## src/rtl/mac_pkg.sv

```systemverilog
// Shared types and widths for the MAC dot-product sequencer.
package mac_pkg;

  localparam int unsigned OPD_W    = 4;
  localparam int unsigned ACC_W    = 8;
  localparam int unsigned SHADOW_W = 12;

  typedef enum logic [2:0] {
    IDLE  = 3'd0,
    CLR   = 3'd1,
    RUN   = 3'd2,
    DRAIN = 3'd3,
    CAPT  = 3'd4
  } seq_state_t;

  typedef struct packed {
    logic [OPD_W-1:0] a;
    logic [OPD_W-1:0] b;
  } opd_pair_t;

endpackage

```

## src/rtl/mac_dot_sequencer_if.sv

```systemverilog
// Operand-pair stream from upstream into the sequencer's FIFO.
interface mac_dot_sequencer_if;
  import mac_pkg::*;

  logic             in_valid;
  logic             in_ready;
  logic [OPD_W-1:0] in_a;
  logic [OPD_W-1:0] in_b;

  modport master (output in_valid, output in_a, output in_b, input in_ready);
  modport slave  (input in_valid, input in_a, input in_b, output in_ready);

endinterface

```

## src/rtl/mac_operand_fifo.sv

```systemverilog
// Synchronous operand-pair FIFO; pointers carry a wrap bit to tell full from empty.
module mac_operand_fifo
  import mac_pkg::*;
#(
  parameter int unsigned DEPTH = 4
) (
  input  logic      clk,
  input  logic      rst,
  input  logic      push,
  input  logic      pop,
  input  opd_pair_t din,
  output logic      full,
  output logic      empty,
  output opd_pair_t dout
);

  localparam int unsigned PTR_W = $clog2(DEPTH);

  opd_pair_t        mem [DEPTH];
  logic [PTR_W:0]   wr_q;
  logic [PTR_W:0]   rd_q;

  assign empty = (wr_q == rd_q);
  assign full  = (wr_q[PTR_W] != rd_q[PTR_W]) &&
                 (wr_q[PTR_W-1:0] == rd_q[PTR_W-1:0]);
  assign dout  = mem[rd_q[PTR_W-1:0]];

  always_ff @(posedge clk) begin
    if (rst) begin
      wr_q <= '0;
      rd_q <= '0;
    end else begin
      if (push && !full) wr_q <= wr_q + (PTR_W+1)'(1);
      if (pop && !empty) rd_q <= rd_q + (PTR_W+1)'(1);
    end
  end

  // Storage needs no reset; occupancy is defined by the pointers alone.
  always_ff @(posedge clk) begin
    if (push && !full) mem[wr_q[PTR_W-1:0]] <= din;
  end

endmodule

```

## src/rtl/mac_dot_sequencer.sv

```systemverilog
// Feeds buffered nibble pairs to the 4x4 MAC stage and captures the finished dot product.
// Optional overflow flag built when MAC_SEQ_OVF_EN is defined.
module mac_dot_sequencer
  import mac_pkg::*;
#(
  parameter int unsigned DEPTH = 4,
  parameter int unsigned LEN_W = 4
) (
  input  logic              clk,
  input  logic              rst,
  mac_dot_sequencer_if.slave opd,
  input  logic              start,
  input  logic [LEN_W-1:0]  vec_len,
  output logic [OPD_W-1:0]  mac_a,
  output logic [OPD_W-1:0]  mac_b,
  output logic              mac_clr,
  input  logic [ACC_W-1:0]  mac_acc,
  output logic              busy,
  output logic              done,
  output logic [ACC_W-1:0]  result,
  output logic              ovf
);

  seq_state_t       state_q, state_d;
  logic [LEN_W-1:0] remaining_q, remaining_d;
  logic [OPD_W-1:0] mac_a_d, mac_b_d;
  logic [ACC_W-1:0] result_d;
  logic             done_d;
  logic             push, pop, fifo_full, fifo_empty;
  opd_pair_t        fifo_din, fifo_dout;

  assign fifo_din     = '{a: opd.in_a, b: opd.in_b};
  assign push         = opd.in_valid && !fifo_full;
  assign opd.in_ready = !fifo_full;

  mac_operand_fifo #(.DEPTH(DEPTH)) u_fifo (
    .clk   (clk),
    .rst   (rst),
    .push  (push),
    .pop   (pop),
    .din   (fifo_din),
    .full  (fifo_full),
    .empty (fifo_empty),
    .dout  (fifo_dout)
  );

  // MAC clear tracks reset so both stages start from zero together.
  assign mac_clr = rst || (state_q == CLR);
  assign busy    = (state_q != IDLE);

  always_comb begin
    state_d     = state_q;
    remaining_d = remaining_q;
    mac_a_d     = '0;
    mac_b_d     = '0;
    result_d    = result;
    done_d      = 1'b0;
    pop         = 1'b0;
    case (state_q)
      IDLE: begin
        if (start) begin
          remaining_d = vec_len;
          state_d     = CLR;
        end
      end
      CLR:   state_d = (remaining_q == '0) ? DRAIN : RUN;
      // Empty FIFO issues zero operands, which leave the accumulator untouched.
      RUN: begin
        if (!fifo_empty) begin
          pop         = 1'b1;
          mac_a_d     = fifo_dout.a;
          mac_b_d     = fifo_dout.b;
          remaining_d = remaining_q - LEN_W'(1);
          if (remaining_q == LEN_W'(1)) state_d = DRAIN;
        end
      end
      DRAIN: state_d = CAPT;
      CAPT: begin
        result_d = mac_acc;
        done_d   = 1'b1;
        state_d  = IDLE;
      end
      default: state_d = IDLE;
    endcase
  end

  always_ff @(posedge clk) begin
    if (rst) begin
      state_q     <= IDLE;
      remaining_q <= '0;
      mac_a       <= '0;
      mac_b       <= '0;
      result      <= '0;
      done        <= 1'b0;
    end else begin
      state_q     <= state_d;
      remaining_q <= remaining_d;
      mac_a       <= mac_a_d;
      mac_b       <= mac_b_d;
      result      <= result_d;
      done        <= done_d;
    end
  end

`ifdef MAC_SEQ_OVF_EN
  // Full-precision shadow of the dot product to detect accumulator wrap.
  logic [SHADOW_W-1:0] shadow_q, shadow_d;
  logic                ovf_q, ovf_d;

  always_comb begin
    shadow_d = shadow_q;
    ovf_d    = ovf_q;
    if (state_q == CLR) begin
      shadow_d = '0;
      ovf_d    = 1'b0;
    end else if (pop) begin
      shadow_d = shadow_q + SHADOW_W'(fifo_dout.a) * SHADOW_W'(fifo_dout.b);
    end
    if (state_q == CAPT) ovf_d = (shadow_q > SHADOW_W'(255));
  end

  always_ff @(posedge clk) begin
    if (rst) begin
      shadow_q <= '0;
      ovf_q    <= 1'b0;
    end else begin
      shadow_q <= shadow_d;
      ovf_q    <= ovf_d;
    end
  end

  assign ovf = ovf_q;
`else
  assign ovf = 1'b0;
`endif

endmodule

```

## src/flat_wrapper.sv

```systemverilog
// flat-port wrapper written by rule: the top's interface ports become plain ports
module mac_dot_sequencer_flat import mac_pkg::*;
#(
  parameter int unsigned DEPTH = 4,
  parameter int unsigned LEN_W = 4
)
  (clk, rst, start, vec_len, mac_a, mac_b, mac_clr, mac_acc, busy, done, result, ovf, opd_in_valid, opd_in_a, opd_in_b, opd_in_ready);
  mac_dot_sequencer_if opd_i ();
  input  logic clk;
  input  logic rst;
  input  logic start;
  input  logic [LEN_W-1:0] vec_len;
  output logic [OPD_W-1:0] mac_a;
  output logic [OPD_W-1:0] mac_b;
  output logic mac_clr;
  input  logic [ACC_W-1:0] mac_acc;
  output logic busy;
  output logic done;
  output logic [ACC_W-1:0] result;
  output logic ovf;
  input wire logic [$bits(opd_i.in_valid)-1:0] opd_in_valid;
  input wire logic [$bits(opd_i.in_a)-1:0] opd_in_a;
  input wire logic [$bits(opd_i.in_b)-1:0] opd_in_b;
  output wire logic [$bits(opd_i.in_ready)-1:0] opd_in_ready;
  assign opd_i.in_valid = opd_in_valid;
  assign opd_i.in_a = opd_in_a;
  assign opd_i.in_b = opd_in_b;
  assign opd_in_ready = opd_i.in_ready;
  mac_dot_sequencer #(.DEPTH(DEPTH), .LEN_W(LEN_W)) u_core (.clk(clk), .rst(rst), .opd(opd_i), .start(start), .vec_len(vec_len), .mac_a(mac_a), .mac_b(mac_b), .mac_clr(mac_clr), .mac_acc(mac_acc), .busy(busy), .done(done), .result(result), .ovf(ovf));
endmodule
```

## config.mk

```make
export PLATFORM = sky130hd
export DESIGN_NAME = mac_dot_sequencer_flat
export DESIGN_NICKNAME = d
export VERILOG_FILES = /design/src/rtl/mac_pkg.sv /design/src/rtl/mac_dot_sequencer_if.sv /design/src/rtl/mac_operand_fifo.sv /design/src/rtl/mac_dot_sequencer.sv /design/src/flat_wrapper.sv
export SDC_FILE = /design/constraint.sdc
export NUM_CORES = 1
export LEC_CHECK = 0
export ABC_AREA = 1
export BUFFER_PORTS_ARGS = -buffer_cell sky130_fd_sc_hd__buf_2
export CAP_MARGIN = 20
export CELL_PAD_IN_SITES_DETAIL_PLACEMENT = 1
export CELL_PAD_IN_SITES_GLOBAL_PLACEMENT = 2
export CORE_ASPECT_RATIO = 2
export CORE_MARGIN = 1.5
export CORE_UTILIZATION = 38
export CTS_BUF_LIST = sky130_fd_sc_hd__clkbuf_4
export CTS_CLUSTER_DIAMETER = 60
export DETAILED_ROUTE_END_ITERATION = 8
export GPL_TIMING_DRIVEN = 0
export PLACE_DENSITY = 0.93
export RECOVER_POWER = 100
export SYNTH_ARGS = -nofsm -noshare
export SYNTH_HDL_FRONTEND = slang
export SYNTH_HIERARCHICAL = 1
export SYNTH_SLANG_ARGS = --single-unit
```

## constraint.sdc

```tcl
create_clock -name clk -period 3.6 [get_ports clk]
set_input_delay 0.36 -clock clk [delete_from_list [all_inputs] [get_ports clk]]
set_output_delay 0.36 -clock clk [all_outputs]
set_load 0.01 [all_outputs]
```

==> summary.md, run 1 <==
| Metric | Value |
|---|---|
| Share of cells above drive strength 1 | 14.5% |
| Post-CTS Hold Fix Bufs | 0 |
| Fin crit period | 2.59 ns |
| Setup TNS | 0 ns |
| CP required | 3.64 ns |
| Worst setup path startpoint | u_core/u_fifo/wr_q[0] |
| Reg clk slew, reported paths | 0.11 ns |
| Pwr/cell area | 566 nW/um^2 |
| CTS Buffer Depth | 2 |
| # port buffers | 43 |
| Worst-margin pin slew | 0.781 ns |
| RSZ-0062 raised after global routing | no |
| Drt first pass iters | 4 |
| Post-layout nets | 372 |
| Clock Skews | 0.0118 ns |
| Gr usage total | 17.6% |
| Drt drc | 0 |
| Initial antenna violation count | 1 |
| Register bit total from synthesis | 64 |
| Mapped Nets | 318 |
| CP startpoint kind | register |
| Die Area | 7640 um^2 |
| Final WL | 6090 um |
| Clock sinks | 64 |
| Syn. warnings | 6 |
| Worst vdd ir | 0.272 mV |
| Setup WS post-layout | 1.01 ns |
| Setup violators final | 0 |
| Syn Area/Cell | 9.39 um^2 |
| CP endpoint | u_core/u_fifo/mem[0][3] |
| Status | completed |
| Crit-path max FO | 8 |
| Hold Crit Class | primary input to register |
| Area growth syn-to-layout | 13.3% |
| Total grt overflow | 0 |
| Largest net degree at the start of global routing | 12 |
| Via count | 2107 |
| First-pass GRT wire length | 9900 um |
| Syn Inst Count | 287 |
| Arr. time, crit path | 2.62 ns |
| Hold Vio Cnt, Final | 0 |
| Rel. slew slack | 47.7% |
| Ports | 45 |
| Period utilization | 71.9% |
| Die W | 62.6 um |
| R2R Setup Slk | 1.01 ns |
| FF-to-FF End | u_core/u_fifo/mem[0][3] |
| Core area | 6890 um^2 |
| CP Class | register to register |
| H-tree depth | 3 |
| Top-area cell type share of the netlist area | 35.7% |
| Dpl ws | 1.18 ns |
| 1st-iter DRT viols | 42 |
| Leak Pwr | 0.00130 uW |
| CP endpoint kind | register |
| Register area share after synthesis | 59.4% |
| Clock Latency Late Sink | 0.41 ns |
| PnR Total Power | 1730 uW |
| Number of setup buffers added after CTS | 0 |
| Clock root cell | clkbuf_4 |
| Vias in the first global route | 2189 |
| Via density | 4.82 |
| WHS | 0.197 ns |
| Post-DP Area | 3020 um^2 |
| CTS tree | yes |
| Final Max Tran Viols | 0 |
| Yosys top cell by area | edfxtp_1 |
| Mapped cell area | 2700 um^2 |
| GPL Wtd Cong | 0.739 |
| DRT antenna net count | 0 |
| Post_cts resized | 0 |
| MaxCap Viol Count | 0 |
| Fmax | 0.386 GHz |
| FF-to-FF path depth | 8 |
| Fin area | 3050 um^2 |
| Area contributors post-synth | edfxtp_1 36%, dfxtp_1 24%, nor2_1 8.8%, nand2_1 4.7%, o21ai_0 4.5% |
| Unique masters post-synth | 27 |
| R2R Path Start | u_core/u_fifo/wr_q[0] |
| Num CTS Buffers | 9 |
| # rows | 43 |
| Initial Utilization | 39.1% |
| Die height | 122 um |
| DR WL/cell | 13.9 um |
| Detail Placement HPWL | 4770 um |
==> cell families (layout without fill, tap and decap cells) <==
| family | after synthesis | in the layout | share of synthesized area (%) |
|---|---|---|---|
| and+or+nand+nor | 123 | 123 | 20.5 |
| other | 1 | 2 | 0.139 |
| adders and majority gates | 7 | 7 | 3.25 |
| buffers and inverters | 44 | 103 | 6.96 |
| xor gates and xnor gates | 1 | 1 | 0.325 |
| DFF | 64 | 64 | 59.4 |
| AOI/OAI and AO/OA | 47 | 47 | 9.38 |
==> layout make-up <==
cell class                      instances  area (um^2)
Fill cell                             891         3830
Sequential cell                        64         1600
Multi-Input combinational cell        179          858
Timing Repair Buffer                   43          180
Inverter                               39          146
Tap cell                               90          113
Clock buffer                           10         75.1
Buffer                                  5         41.3
Clock inverter                          6         36.3
Antenna cell                            1         2.50
==> worst min path at each step <==
stage / startpoint / endpoint / slack (ns) / cells past startpoint
3_5_place_dp: u_core/state_q[0] / u_core/state_q[2] / 0.47 / 2
4_1_cts: opd_in_a[3] / u_core/u_fifo/mem[2][7] / 0.14 / 1
3_3_place_gp: u_core/state_q[0] / u_core/state_q[2] / 0.46 / 2
6_report: rst / u_core/state_q[1] / 0.20 / 2
5_1_grt: rst / u_core/state_q[1] / 0.16 / 2
2_1_floorplan: rst / u_core/state_q[1] / 0.43 / 1
==> where the power goes <==
| group | internal, uW | switching (uW) |
|---|---|---|
| clock network | 146 | 263 |
| registers | 834 | 56.0 |
| logic | 154 | 277 |
==> layer usage <==
| metal | global-route usage, % | up-vias | routed length, um |
|---|---|---|---|
| li1 | - | 1042 | - |
| met5 | 0 | - | 0 |
| met1 | 13.4 | 1023 | 1920 |
| met3 | 4.52 | 8 | 165 |
| met2 | 37.4 | 34 | 3880 |
| met4 | 9.31 | 0 | 121 |
==> worst max-delay path: stages (launching register included) <==
cell and delay [ns]:
dfxtp_1 0.47, inv_1 0.14, nand2_2 0.09, nand2_1 0.07
nand3_1 0.22, inv_1 0.09, nor2_1 0.33, nand2_1 0.17
nor2_1 0.63
==> state kept, by name, summed over array words and instances, names as in the netlist, named ones only <==
| signal | flops |
|---|---|
| u_core/done | 1 |
| u_core/mac_a | 4 |
| u_core/mac_b | 4 |
| u_core/remaining_q | 4 |
| u_core/result | 8 |
| u_core/state_q | 3 |
| u_core/u_fifo/mem | 32 |
| u_core/u_fifo/rd_q | 3 |
| u_core/u_fifo/wr_q | 3 |
==> cells in the final DEF, fill, tap and decap left out <==
cell type / n
xnor2_1: 1
o21ai_0: 24
conb_1: 1
nand2_1: 37
buf_6: 2
nand3_1: 8
nor2_2: 1
inv_2: 6
o21ai_2: 2
dfxtp_1: 32
clkinv_2: 4
buf_2: 15
clkbuf_1: 29
or2_2: 1
nand3b_1: 3
o22ai_1: 8
nor3_1: 2
buf_4: 2
diode_2: 1
nor2_1: 65
ha_1: 7
inv_1: 33
nand2_2: 5
a21oi_1: 9
clkbuf_4: 10
nand4_1: 1
edfxtp_1: 32
clkinv_4: 1
clkinvlp_4: 1
o21ai_1: 4
==> stage by stage <==
stage | instances | utilization, %
detailed placement | 420 | 43.9
global route | 437 | 44.3
finish | 437 | 44.3
global placement | 420 | 43.9
floorplan | 287 | -
CTS | 436 | 45.5
==> cell usage after synthesis, drive strengths merged <==
| library cell | count |
|---|---|
| a21oi | 9 |
| edfxtp | 32 |
| or2 | 1 |
| ha | 7 |
| clkbuf | 1 |
| nor3 | 2 |
| o21ai | 30 |
| inv | 39 |
| conb | 1 |
| nor2 | 66 |
| xnor2 | 1 |
| o22ai | 8 |
| nand2 | 42 |
| nand3 | 8 |
| dfxtp | 32 |
| nand3b | 3 |
| buf | 4 |
| nand4 | 1 |
Note: power is estimated with default switching activity, not from simulation.
==> run 2: changes to the inputs <==
CORE_UTILIZATION = 32   (was 38)
PLACE_DENSITY = 0.84   (was 0.93)
clock period = 2.3 ns   (was 3.6 ns; I/O delays follow)
==> summary.md, run 2 (synthesized netlist as in run 1, its figures left out) <==
| Metric | Value |
|---|---|
| Fmax | 0.488 GHz |
| Critical-path cell list | inv_2 > nand2_2 > nand2_4 > nand3_4 > inv_1 > nor2_2 > nand2_1 > nor2_2 |
| R2R Path Start | u_core/u_fifo/wr_q[0] |
| Hold Vio Cnt, Final | 0 |
| WHS Path Cells | 2 |
| CP max stage cell | dfxtp_1 |
| Fillers | 1024 |
| Commonest non-fill, non-tap cell in the layout | nor2_1 |
| Die height | 133 um |
| Final Max Tran Viols | 0 |
| Clock sinks | 64 |
| Gr usage total | 15.2% |
| Period utilization | 89.2% |
| Worst path bufs/invs | 2 |
| Clock Latency Late Sink | 0.40 ns |
| Number of setup buffers added after CTS | 0 |
| Worst-margin pin slew | 0.510 ns |
| Initial antenna violation count | 0 |
| Commonest non-fill, non-tap cells in the layout | 61 x nor2_1, 36 x nand2_1, 32 x inv_1, 32 x dfxtp_1, 32 x edfxtp_1 |
| CP peak stage delay | 0.47 ns |
| DR WL met2 | 3700 um |
| Worst Hold Path EP | u_core/state_q[1] |
| Rel. slew slack | 66.0% |
| Largest register FFs | 32 |
| CP startpoint kind | register |
| Arr. time, crit path | 2.10 ns |
| Initial Utilization | 32.7% |
| # port buffers | 43 |
| Vias in the first global route | 2110 |
| First-pass GRT wire length | 9910 um |
| Ports | 45 |
| Core area | 8230 um^2 |
| 1st-iter DRT viols | 34 |
| Via density | 4.59 |
| Num CTS Buffers | 9 |
| Reg clk slew, reported paths | 0.10 ns |
| Detail Placement HPWL | 4800 um |
| DRT antenna net count | 0 |
| Post-layout nets | 373 |
| R2R Setup Slk | 0.25 ns |
| Setup violators final | 0 |
| CTS tree | yes |
| Area growth syn-to-layout | 16.0% |
| GPL Wtd Cong | 0.713 |
| # rows | 47 |
| FF-to-FF path depth | 8 |
| Die W | 67.9 um |
| Antenna diode count | 0 |
| Critical path depth | 8 |
| Worst vdd ir | 0.378 mV |
| DR WL/cell | 13.2 um |
| Post-Route M1 WL | 1870 um |
| Clock root cell | clkbuf_4 |
| Final WL | 5880 um |
| Clock Skews | 0.00709 ns |
| Die Area | 9010 um^2 |
| Setup WS post-layout | 0.249 ns |
| Fin crit period | 2.05 ns |
| Metal3 WL | 194 um |
| Share of cells above drive strength 1 | 16.1% |
| H-tree depth | 3 |
| Drt first pass iters | 3 |
| Crit-path max FO | 8 |
| Setup TNS | 0 ns |
| CTS Buffer Depth | 2 |
| Via count | 2041 |
| CP endpoint kind | register |
| Drt drc | 0 |
| Largest net degree at the start of global routing | 12 |
| FF-to-FF End | u_core/u_fifo/mem[0][1] |
| Highest Signal Layer | met4 |
| CP required | 2.35 ns |
| Pwr/cell area | 895 nW/um^2 |
| MaxCap Viol Count | 0 |
| Dpl ws | -0.113 ns |
| Critical path's top delay family | simple AND/OR/NAND/NOR gates |
| Most used cell, CP | nor2_2 |
| CP Class | register to register |
| Total grt overflow | 0 |
| Hold Crit Class | primary input to register |
| Core Util, Final | 38.0% |
| Status | completed |
| Hold wc startpoint | rst |
| RSZ-0062 raised after global routing | no |
| Leak Pwr | 0.00131 uW |
run 2: cell count changes in the layout (fill, tap and decap cells not counted):
cell and delta:
nor2_1 -4, nor2_2 +4, clkinv_2 -2, bufinv_16 +1, clkinv_1 +1, diode_2 -1
dlygate4sd3_1 +1, inv_1 -1, inv_2 +1, nand2_1 -1, nand2_4 +1, nand3_1 -1
nand3_4 +1
run 2: stage by stage:
| stage | instance area, um^2 | instances | hold slack (ns) | power [uW] |
|---|---|---|---|---|
| floorplan | 2700 | 287 | 0.299 | 1920 |
| global placement | 3030 | 428 | 0.451 | 2110 |
| detailed placement | 3030 | 428 | 0.456 | 2140 |
| CTS | 3190 | 445 | 0.00832 | 2900 |
| global route | 3130 | 445 | 0.0504 | 3010 |
| finish | 3130 | 445 | 0.0759 | 2800 |
run 2: worst max path at each step:
stage,from,end
final,u_core/u_fifo/wr_q[0],u_core/u_fifo/mem[0][1]
after global placement,u_core/u_fifo/wr_q[0],u_core/u_fifo/mem[0][3]
after detailed placement,u_core/u_fifo/wr_q[0],u_core/u_fifo/mem[0][1]
after CTS,u_core/u_fifo/wr_q[0],u_core/u_fifo/mem[0][1]
after floorplan,u_core/u_fifo/wr_q[0],u_core/u_fifo/mem[0][0]
after global routing,u_core/u_fifo/wr_q[0],u_core/u_fifo/mem[2][4]
run 2: power breakdown:
group | switching (uW) | leakage (uW) | internal (uW)
sequential | 86.5 | 0.000554 | 1300
combinational | 428 | 0.000684 | 244
clock | 397 | 0.0000738 | 338
total | 912 | 0.00131 | 1890
run 2: worst reg2reg max path: stages, from the launching register on:
cell     delay, ns
dfxtp_1       0.47
inv_2         0.09
nand2_2       0.09
nand2_4       0.06
nand3_4       0.09
inv_1         0.07
nor2_2        0.22
nand2_1       0.17
nor2_2        0.44
run 2: final cells by class:
| type | instances | area (um^2) | share of cell area [%] |
|---|---|---|---|
| clock buffer | 10 | 75.1 | 2.40 |
| tap | 98 | 123 | 3.92 |
| timing repair buffer | 44 | 190 | 6.08 |
| sequential | 64 | 1600 | 51.2 |
| clock inverter | 6 | 60.1 | 1.92 |
| inverter | 39 | 146 | 4.68 |
| buffer | 5 | 41.3 | 1.32 |
| multi-input combinational | 179 | 888 | 28.4 |
run 2: per-layer routing:
metal | GRT usage, % | vias to the layer above
met5 | 0 | -
met4 | 6.67 | 0
met3 | 4.08 | 10
met2 | 29.6 | 30
met1 | 13.3 | 958
li1 | - | 1043
run 2: timing repair:
| item | CTS | global route |
|---|---|---|
| endpoints found under the hold margin | 4 | 0 |
| hold buffers | 1 | 0 |
| setup endpoints to repair | 24 | 32 |
| resized for setup | 3 | 1 |
==> run 3: changes to the inputs <==
CORE_UTILIZATION = 36   (was 32)
PLACE_DENSITY = 0.89   (was 0.84)
SLEW_MARGIN = 20   (was unset)
clock period = 1.9 ns   (was 2.3 ns; I/O delays follow)
==> summary.md, run 3 (synthesized netlist as in run 1, its figures left out) <==
| Metric | Value |
|---|---|
| Post-Layout Cell Count | 446 |
| Gate power share | 25.8% |
| CP max stage cell | dfxtp_1 |
| CTS Buffer Depth | 2 |
| Antenna diode count | 0 |
| Fin crit period | 1.76 ns |
| Pwr/cell area | 1030 nW/um^2 |
| Psw | 1150 uW |
| Final Max Tran Viols | 0 |
| Detail Placement HPWL | 4770 um |
| Clock sinks | 64 |
| Die Area | 8050 um^2 |
| Share of cells above drive strength 1 | 18.9% |
| Worst vdd ir | 0.497 mV |
| Initial Utilization | 37.1% |
| Met2 Use GR | 35.3% |
| Fmax | 0.569 GHz |
| Leak Pwr | 0.00133 uW |
| Setup TNS | 0 ns |
| DRT antenna net count | 0 |
| Via density | 4.72 |
| Ports | 45 |
| Critical-path cell list | inv_2 > nand2_1 > nand2_2 > nand3_4 > inv_1 > nor2_4 > nand2_2 > nor2_2 > buf_12 |
| Status | completed |
| Switching share of power | 34.6% |
| Internal | 2170 uW |
| 1st-iter DRT viols | 63 |
| Most used cell, CP | nand2_2 |
| Arr. time, crit path | 1.90 ns |
| Total grt overflow | 0 |
| Period utilization | 92.6% |
| Placed Cells | 422 |
| Core Util, Final | 44.2% |
| CP startpoint kind | register |
| Post-layout nets | 380 |
| CP peak stage delay | 0.40 ns |
| Clk network pwr share | 23.4% |
| Area growth syn-to-layout | 19.3% |
| Hold Crit Class | primary input to register |
| # rows | 44 |
| Sequential share of power | 50.8% |
| Via count | 2106 |
| CP required | 2.04 ns |
| CP Class | register to register |
| Largest net degree at the start of global routing | 12 |
| Initial antenna violation count | 0 |
| Drt drc | 0 |
| # port buffers | 43 |
| Crit-path max FO | 8 |
| MaxCap Viol Count | 0 |
| Final WL | 6240 um |
| First-pass GRT wire length | 10400 um |
| Gr usage total | 17.1% |
| DR WL/cell | 14.0 um |
| Die W | 64.2 um |
| Drt first pass iters | 4 |
| Num CTS Buffers | 9 |
| RSZ-0062 raised after global routing | no |
| Clock root cell | clkbuf_4 |
| Hold Vio Cnt, Final | 0 |
| Vias in the first global route | 2242 |
| GR Util met1 | 14.2% |
| Die height | 125 um |
| Commonest non-fill, non-tap cells in the layout | 61 x nor2_1, 33 x nand2_1, 32 x edfxtp_1 |
| Core area | 7270 um^2 |
| H-tree depth | 3 |
| Clock Latency Late Sink | 0.42 ns |
| Setup violators final | 0 |
| Reg clk slew, reported paths | 0.11 ns |
| GPL Wtd Cong | 0.693 |
| Commonest non-fill, non-tap cell in the layout | nor2_1 |
| Largest register FFs | 32 |
| Met3 usage | 4.41% |
| CTS tree | yes |
| CP endpoint kind | register |
| Clock Skews | 0.00949 ns |
| Gr busiest metal | met2 |
## run 3: worst paths after layout
path                    startpoint                 endpoint  slack, ns  depth (start not counted)
max          u_core/u_fifo/wr_q[2]  u_core/u_fifo/mem[0][4]       0.14                          9
min                     mac_acc[2]         u_core/result[2]       0.02                          3
max reg2reg  u_core/u_fifo/wr_q[2]  u_core/u_fifo/mem[0][4]       0.14                          9
min reg2reg      u_core/state_q[0]        u_core/state_q[2]       0.47                          2
## run 3: final cells by class
cell class	instances	area, um^2
clock inverter	6	36.3
fill	925	4050
buffer	5	41.3
inverter	39	150
tap	92	115
multi-input combinational	179	916
clock buffer	10	75.1
timing repair buffer	51	272
sequential	64	1610
## run 3: stage by stage
| stage | hold WS, ns | setup WS (ns) | instance area (um^2) | total power (uW) |
|---|---|---|---|---|
| after floorplan | 0.259 | 0.0393 | 2700 | 2320 |
| after global placement | 0.411 | -0.453 | 3030 | 2560 |
| after detailed placement | 0.417 | -0.568 | 3030 | 2590 |
| after CTS | 0.000863 | 0.0296 | 3260 | 3400 |
| after global routing | 0.0248 | 0.0245 | 3210 | 3570 |
| final | 0.0194 | 0.141 | 3210 | 3320 |
## run 3: power by group through the flow
| stage | registers (uW) | clock network [uW] | logic [uW] |
|---|---|---|---|
| final | 1690 | 776 | 857 |
| after global routing | 1710 | 865 | 1000 |
| after CTS | 1690 | 804 | 906 |
| after detailed placement | 1720 | 0 | 869 |
| after global placement | 1720 | 0 | 843 |
| after floorplan | 1700 | 0 | 621 |
## run 3: routing by layer
| layer | up-vias | part of all wire, % |
|---|---|---|
| li1 | 1056 | - |
| met1 | 1006 | 32 |
| met2 | 34 | 63 |
| met3 | 10 | 3.4 |
| met4 | 0 | 2.1 |
| met5 | - | 0 |
## run 3: timing repair
| item | in CTS | in global routing |
|---|---|---|
| setup buffers | 1 | 0 |
| cloned | 0 | 0 |
| hold buffers | 7 | 0 |
| pin swaps | 2 | 1 |
| endpoints found under the setup margin | 32 | 32 |
| gates resized for setup | 11 | 4 |
| endpoints found under the hold margin | 28 | 0 |
## run 3: worst max-delay path, delay by kind of cell, from the launching register on
kind / cells / cell delay, ns
buffers and inverters: 3 / 0.30
DFF: 1 / 0.40
and+or+nand+nor: 6 / 0.77
